<file path="config.mk">
export PLATFORM = sky130hd
export DESIGN_NAME = prach_hb3_interp
export DESIGN_NICKNAME = d
export VERILOG_FILES = /design/src/rtl/prach_pkg.sv /design/src/rtl/delay.sv /design/src/rtl/prach_preadd_mac.sv /design/src/rtl/prach_hb3_interp.sv
export SDC_FILE = /design/constraint.sdc
export NUM_CORES = 2
export LEC_CHECK = 0
export CORE_MARGIN = 4
export CORE_UTILIZATION = 30
export DETAILED_ROUTE_END_ITERATION = 12
export PLACE_DENSITY = 0.54
export SLEW_MARGIN = 30
export SYNTH_ARGS = -nofsm -noshare
export SYNTH_HDL_FRONTEND = slang
export SYNTH_SLANG_ARGS = --single-unit
</file>
<file path="constraint.sdc">
create_clock -name clk -period 10.62 [get_ports clk]
set_input_delay 1.062 -clock clk [delete_from_list [all_inputs] [get_ports clk]]
set_output_delay 1.062 -clock clk [all_outputs]
set_load 0.1 [all_outputs]
</file>
<file path="src/rtl/prach_pkg.sv">
// Shared PRACH definitions: TDM frame geometry, HB3 half-band coefficients,
// sample type and the accumulator-to-sample output conversion.
package prach_pkg;

    localparam int NumChannel     = 64;
    localparam int NumChannelUsed = 48;
    localparam int Hb3Latency     = 6;

    typedef logic signed [15:0] sample_t;

    // Unique HB3 taps in Q17: outer pair first, inner pair second.
    localparam logic signed [17:0] Hb3Coef [2] = '{-18'sd4750, 18'sd37456};

    // Scale the 36-bit accumulator by 2^-16 (floor), then clamp or wrap to 16 bits.
    function automatic sample_t hb3_acc_to_sample(input logic signed [35:0] acc,
                                                  input logic sat_en);
        logic signed [19:0] q;
        q = 20'(acc >>> 16);
        if (!sat_en) begin
            return q[15:0];
        end else if (q > 20'sd32767) begin
            return 16'sh7fff;
        end else if (q < -20'sd32768) begin
            return 16'sh8000;
        end else begin
            return q[15:0];
        end
    endfunction

endpackage

</file>
<file path="src/rtl/delay.sv">
// Generic resettable delay line: dout is din delayed by DELAY clock cycles.
module delay #(
    parameter int WIDTH = 1,
    parameter int DELAY = 1
) (
    input  logic             clk,
    input  logic             rst_n,
    input  logic [WIDTH-1:0] din,
    output logic [WIDTH-1:0] dout
);

    logic [WIDTH-1:0] pipe_r [DELAY];

    // Shift register stages, cleared by reset.
    always_ff @(posedge clk or negedge rst_n) begin
        if (!rst_n) begin
            for (int i = 0; i < DELAY; i++) begin
                pipe_r[i] <= {WIDTH{1'b0}};
            end
        end else begin
            pipe_r[0] <= din;
            for (int i = 1; i < DELAY; i++) begin
                pipe_r[i] <= pipe_r[i-1];
            end
        end
    end

    assign dout = pipe_r[DELAY-1];

endmodule

</file>
<file path="src/rtl/prach_preadd_mac.sv">
// HB3 odd-phase datapath: two symmetric pre-add/multiply lanes summed into
// a registered 36-bit accumulator (data only, no reset).
module prach_preadd_mac
    import prach_pkg::*;
(
    input  logic               clk,
    input  sample_t            tap0,
    input  sample_t            tap1,
    input  sample_t            tap2,
    input  sample_t            tap3,
    output logic signed [35:0] acc
);

    logic signed [16:0] s0_s;
    logic signed [16:0] s1_s;
    logic signed [34:0] p0_s;
    logic signed [34:0] p1_s;
    logic signed [35:0] acc_r;

    // Symmetric taps share a coefficient, so pair them before multiplying.
    assign s0_s = 17'(tap0) + 17'(tap3);
    assign s1_s = 17'(tap1) + 17'(tap2);
    assign p0_s = 35'(s0_s) * 35'(Hb3Coef[0]);
    assign p1_s = 35'(s1_s) * 35'(Hb3Coef[1]);

    // Accumulator register.
    always_ff @(posedge clk) begin
        acc_r <= 36'(p0_s) + 36'(p1_s);
    end

    assign acc = acc_r;

endmodule

</file>
<file path="src/rtl/prach_hb3_interp.sv">
// PRACH HB3 half-band x2 interpolator over a 48-channel TDM stream.
// Build option: define PRACH_HB3_INTERP_SAT_EN to saturate dout_dp2 instead of wrapping.
module prach_hb3_interp
    import prach_pkg::*;
#(
    parameter int NUM_CHANNEL_USED = NumChannelUsed
) (
    input  logic        clk,
    input  logic        rst_n,
    input  logic [15:0] din_dq,
    input  logic        din_dv,
    input  logic [7:0]  din_chn,
    input  logic        sync_in,
    output logic [15:0] dout_dp1,
    output logic [15:0] dout_dp2,
    output logic        dout_dv,
    output logic [7:0]  dout_chn,
    output logic        sync_out
);

    localparam int LATENCY = Hb3Latency;
    localparam int DlDepth = 3 * NUM_CHANNEL_USED + 1;
    localparam int SbWidth = 10;
`ifdef PRACH_HB3_INTERP_SAT_EN
    localparam logic SatEn = 1'b1;
`else
    localparam logic SatEn = 1'b0;
`endif

    sample_t            dline_r [DlDepth];
    sample_t            tap_r [3][4];
    sample_t            dp1_align_r;
    sample_t            dp1_out_r;
    sample_t            dp2_out_r;
    logic signed [35:0] acc_s;
    logic [LATENCY-2:0] dv_pipe_r;
    logic [SbWidth-1:0] sb_out_s;

    // Per-channel history: one slot per accepted sample, so a channel's
    // previous samples sit exactly NUM_CHANNEL_USED slots apart.
    always_ff @(posedge clk) begin
        if (din_dv) begin
            dline_r[0] <= sample_t'(din_dq);
            for (int i = 1; i < DlDepth; i++) begin
                dline_r[i] <= dline_r[i-1];
            end
        end
    end

    // Three-deep tap register pipeline, plus the even-phase alignment stage.
    always_ff @(posedge clk) begin
        for (int k = 0; k < 4; k++) begin
            tap_r[0][k] <= dline_r[k*NUM_CHANNEL_USED];
            tap_r[1][k] <= tap_r[0][k];
            tap_r[2][k] <= tap_r[1][k];
        end
        dp1_align_r <= tap_r[2][1];
    end

    prach_preadd_mac u_mac (
        .clk  (clk),
        .tap0 (tap_r[2][0]),
        .tap1 (tap_r[2][1]),
        .tap2 (tap_r[2][2]),
        .tap3 (tap_r[2][3]),
        .acc  (acc_s)
    );

    // Valid tracker that qualifies the output register one stage before dout_dv.
    always_ff @(posedge clk or negedge rst_n) begin
        if (!rst_n) begin
            dv_pipe_r <= {(LATENCY-1){1'b0}};
        end else begin
            dv_pipe_r <= {dv_pipe_r[LATENCY-3:0], din_dv};
        end
    end

    // Output register: holds its value between valid samples.
    always_ff @(posedge clk or negedge rst_n) begin
        if (!rst_n) begin
            dp1_out_r <= 16'sd0;
            dp2_out_r <= 16'sd0;
        end else if (dv_pipe_r[LATENCY-2]) begin
            dp1_out_r <= dp1_align_r;
            dp2_out_r <= hb3_acc_to_sample(acc_s, SatEn);
        end else begin
            dp1_out_r <= dp1_out_r;
            dp2_out_r <= dp2_out_r;
        end
    end

    delay #(
        .WIDTH (SbWidth),
        .DELAY (LATENCY)
    ) u_sideband (
        .clk   (clk),
        .rst_n (rst_n),
        .din   ({sync_in, din_dv, din_chn}),
        .dout  (sb_out_s)
    );

    assign dout_dp1 = dp1_out_r;
    assign dout_dp2 = dp2_out_r;
    assign sync_out = sb_out_s[9];
    assign dout_dv  = sb_out_s[8];
    assign dout_chn = sb_out_s[7:0];

endmodule
</file>
==> impl_results.md <==
- Worst Skew: 0.0793 ns
- Final Hold Vio Count: 0
- Post-synth EDFFs: 2320
- Most area-hungry cell type in the Yosys netlist: edfxtp_1
- Total track usage: 0.0835
- Layout cells sized above 1: 0.118
- Die Area: 299000 sq um
- Critical-path maximum fanout: 7
- Die W: 547 um
- Max-slew violations: 0
- Fmax: 103 MHz
- Clock Latency Late Sink: 0.82 ns
- Final antenna-violating net count: 0
- DR pass1 iterations: 5
- Fin cells: 8294
- Area grow syn2layout: 17.2%
- Total grt overflow: 0
- Synthesized Nets: 4262
- Critical Path RT: 11.26 ns
- Setup_tns: 0 ns
- RSZ-0062 raised after global routing: no
- CTS tree: built
- Setup bufs post-CTS: 0
- Slew headroom: 0.305
- Unique masters post-synth: 75
- Max cap viols: 0
- Largest net degree at the start of global routing: 202
- Htree depth: 5
- Seq cells post-synth: 2636
- FF-to-FF setup slack: 0.94 ns
- Final WS setup: 0.939 ns
- Crit path largest cell delay: 0.74 ns
- DR WL/cell: 15.4 um
- First-pass GRT wire length: 199000 um
- Startpoint types: register
- Hold Path Class: primary input to asynchronous set/reset pin
- Synthesis warning total: 0
- Syn Area/Cell: 22.8 sq um
- Gpl congestion: 0.773
- DR vias: 33000
- Nets: 4625
- Hold buffers post-CTS: 0
- Mapped Area: 87200 sq um
- Initial Util: 0.302
- Status: completed
- Initial antenna violation count: 11
- Min Tclk post-route: 9.68 ns
- Crit end category: register
- I/O Pins: 70
- Root Buffer: clkbuf_16
- Share of the synthesized area in the top cell type: 0.799
- Buffers on Ports: 69
- CTS-repair resized insts: 0
- Die Y: 547 um
- Ys flop type: edfxtp_1
- DRC: 0
- CTS Buf Count: 281
- Endpoints failing setup: 0
- Floorplan row count: 197
- Post-synthesis cell count: 3831
- Data arrival, critical path: 10.32 ns
- Total wire length: 128000 um
- Fraction of registers with async set/reset: 0.0349
- Worst setup path class: register to register
- DR vias/cell: 3.98
- Dpl ws: 0.998 ns
- Worst slew pin tran: 1.04 ns
- # fillers: 26400
- Clock Tree Buf Depth: 4
- Clk sinks: 2636
- Slowest cell on crit path: a2111oi_0
- Vias in the first global route: 33900
- DRT iter0 DRCs: 2584
- Clock Pin Slew Worst Setup and Hold Paths: 0.06 ns
- HPWL after DPL: 71400 um
- Seq/Total Area, Yosys: 0.877
- Placed cells: 7787
- Core Region: 289000 sq um
- Top cells by area, synth: edfxtp_1 (80%), dfxtp_1 (5.1%), ha_1 (3.9%)
- Fin crit share: 0.912
==> cell usage after synthesis (all sizes together) (16+ instances only) <==
cell type	number
edfxtp	2320
a21oi	55
mux2	33
nor2b	16
o21ai	29
ha	269
dfxtp	224
nor2	63
dfrtp	92
fa	134
xor2	24
nand2	34
xnor2	81
a21o	31
inv	247
nand3	16
==> registers in the layout, summed over array words and instances, names as in the netlist <==
register	cells
u_mac.acc	16
tap_r	192
u_sideband.pipe_r	50
dout_dp1	16
u_sideband.dout	10
dline_r	2320
dout_dp2	16
dp1_align_r	16
==> per-layer routing <==
| metal | GRT usage | wire [um] | up-vias |
|---|---|---|---|
| li1 | - | - | 15300 |
| met1 | 0.124 | 63200 | 16900 |
| met2 | 0.118 | 54100 | 507 |
| met3 | 0.0179 | 5450 | 309 |
| met4 | 0.0357 | 5040 | 0 |
| met5 | 0 | 0 | - |
==> final timing paths <==
path	end	startpoint	cells after the start
worst max-delay path	u_mac.acc[31]	tap_r[0][129]	36
worst min-delay path	dout_dp1[3]	rst_n	1
worst max register to register	u_mac.acc[31]	tap_r[0][129]	36
worst min register to register	tap_r[0][143]	tap_r[0][79]	0
max in group asynchronous	dout_dp2[2]	rst_n	2
min in group clk	tap_r[0][143]	tap_r[0][79]	0
==> layout by cell type (no fill, tap or decap), types with 6 or more instances in the layout <==
cell type        Yosys  final
o211ai_1             7      7
clkinv_8             0      7
nand2b_1             9      9
buf_4                8     13
ha_1               269    269
nor3_1              11     11
clkinvlp_4           0      9
o21ai_0             22     22
dfrtp_1             92     91
bufinv_16            0     27
nor2b_1             16     16
nor2_1              63     63
o21bai_1            10     10
clkdlybuf4s50_1      0     49
nand3_1             15     15
a31oi_1              7      7
mux2_2              32     32
buf_16               0      6
o21a_1              11     11
fa_1               134    134
a211oi_1             9      9
clkinv_2             0     53
o21ai_1              6      6
clkbuf_1             6     52
clkbuf_8             0     17
clkbuf_16            0    285
edfxtp_1          2320   2320
inv_6                0     10
xor2_1              24     24
a21o_1              31     31
nand2_1             33     33
clkinv_1             0     32
a21oi_1             55     55
dfxtp_1            224    224
buf_12               0     10
inv_1              246    246
buf_2                1     18
xnor2_1             79     78
==> worst max-delay path: cells and delay by family (launching register included) <==
kind | cells | cell delay [ns]
XOR/XNOR | 6 | 1.14
AND/OR/NAND/NOR | 5 | 1.18
flip-flops | 1 | 0.31
AO/OA/AOI/OAI | 14 | 3.26
adder cells (fa/ha/maj) | 9 | 3.54
buffers and inverters | 2 | 0.12
==> logic make-up (layout without fill, tap and decap cells) <==
logic type | count (synthesis) | in the layout | synth area share
AO/OA/AOI/OAI | 202 | 202 | 0.0159
XOR/XNOR | 105 | 105 | 0.0107
adder cells (fa/ha/maj) | 403 | 403 | 0.0694
buffers and inverters | 265 | 846 | 0.0118
flip-flops | 2636 | 2636 | 0.877
multiplexers | 38 | 38 | 0.00484
other | 0 | 2 | 0
AND/OR/NAND/NOR | 182 | 182 | 0.0104
==> metrics by stage <==
step	utilization	hold WS [ns]	instance area, sq um
after floorplan	-	0.310	87200
after global placement	0.322	0.310	92900
after detailed placement	0.322	0.312	92900
after CTS	0.353	0.169	102000
after global routing	0.354	0.204	102000
final	0.354	0.235	102000
==> final cells by class <==
type / instances / area, sq um / area share
clock inverters: 147 / 1570 / 0.0154
flip-flops and latches: 2636 / 76500 / 0.748
repair buffers: 98 / 1070 / 0.0104
clock buffers: 354 / 7560 / 0.0740
diodes: 2 / 5.00 / 0.0000490
well taps: 3880 / 4850 / 0.0475
inverters: 247 / 930 / 0.00910
multi-input cells: 930 / 9710 / 0.0950
Power is not shown: default switching activity piles up to over one toggle a cycle in this logic, so the estimate is an artifact.
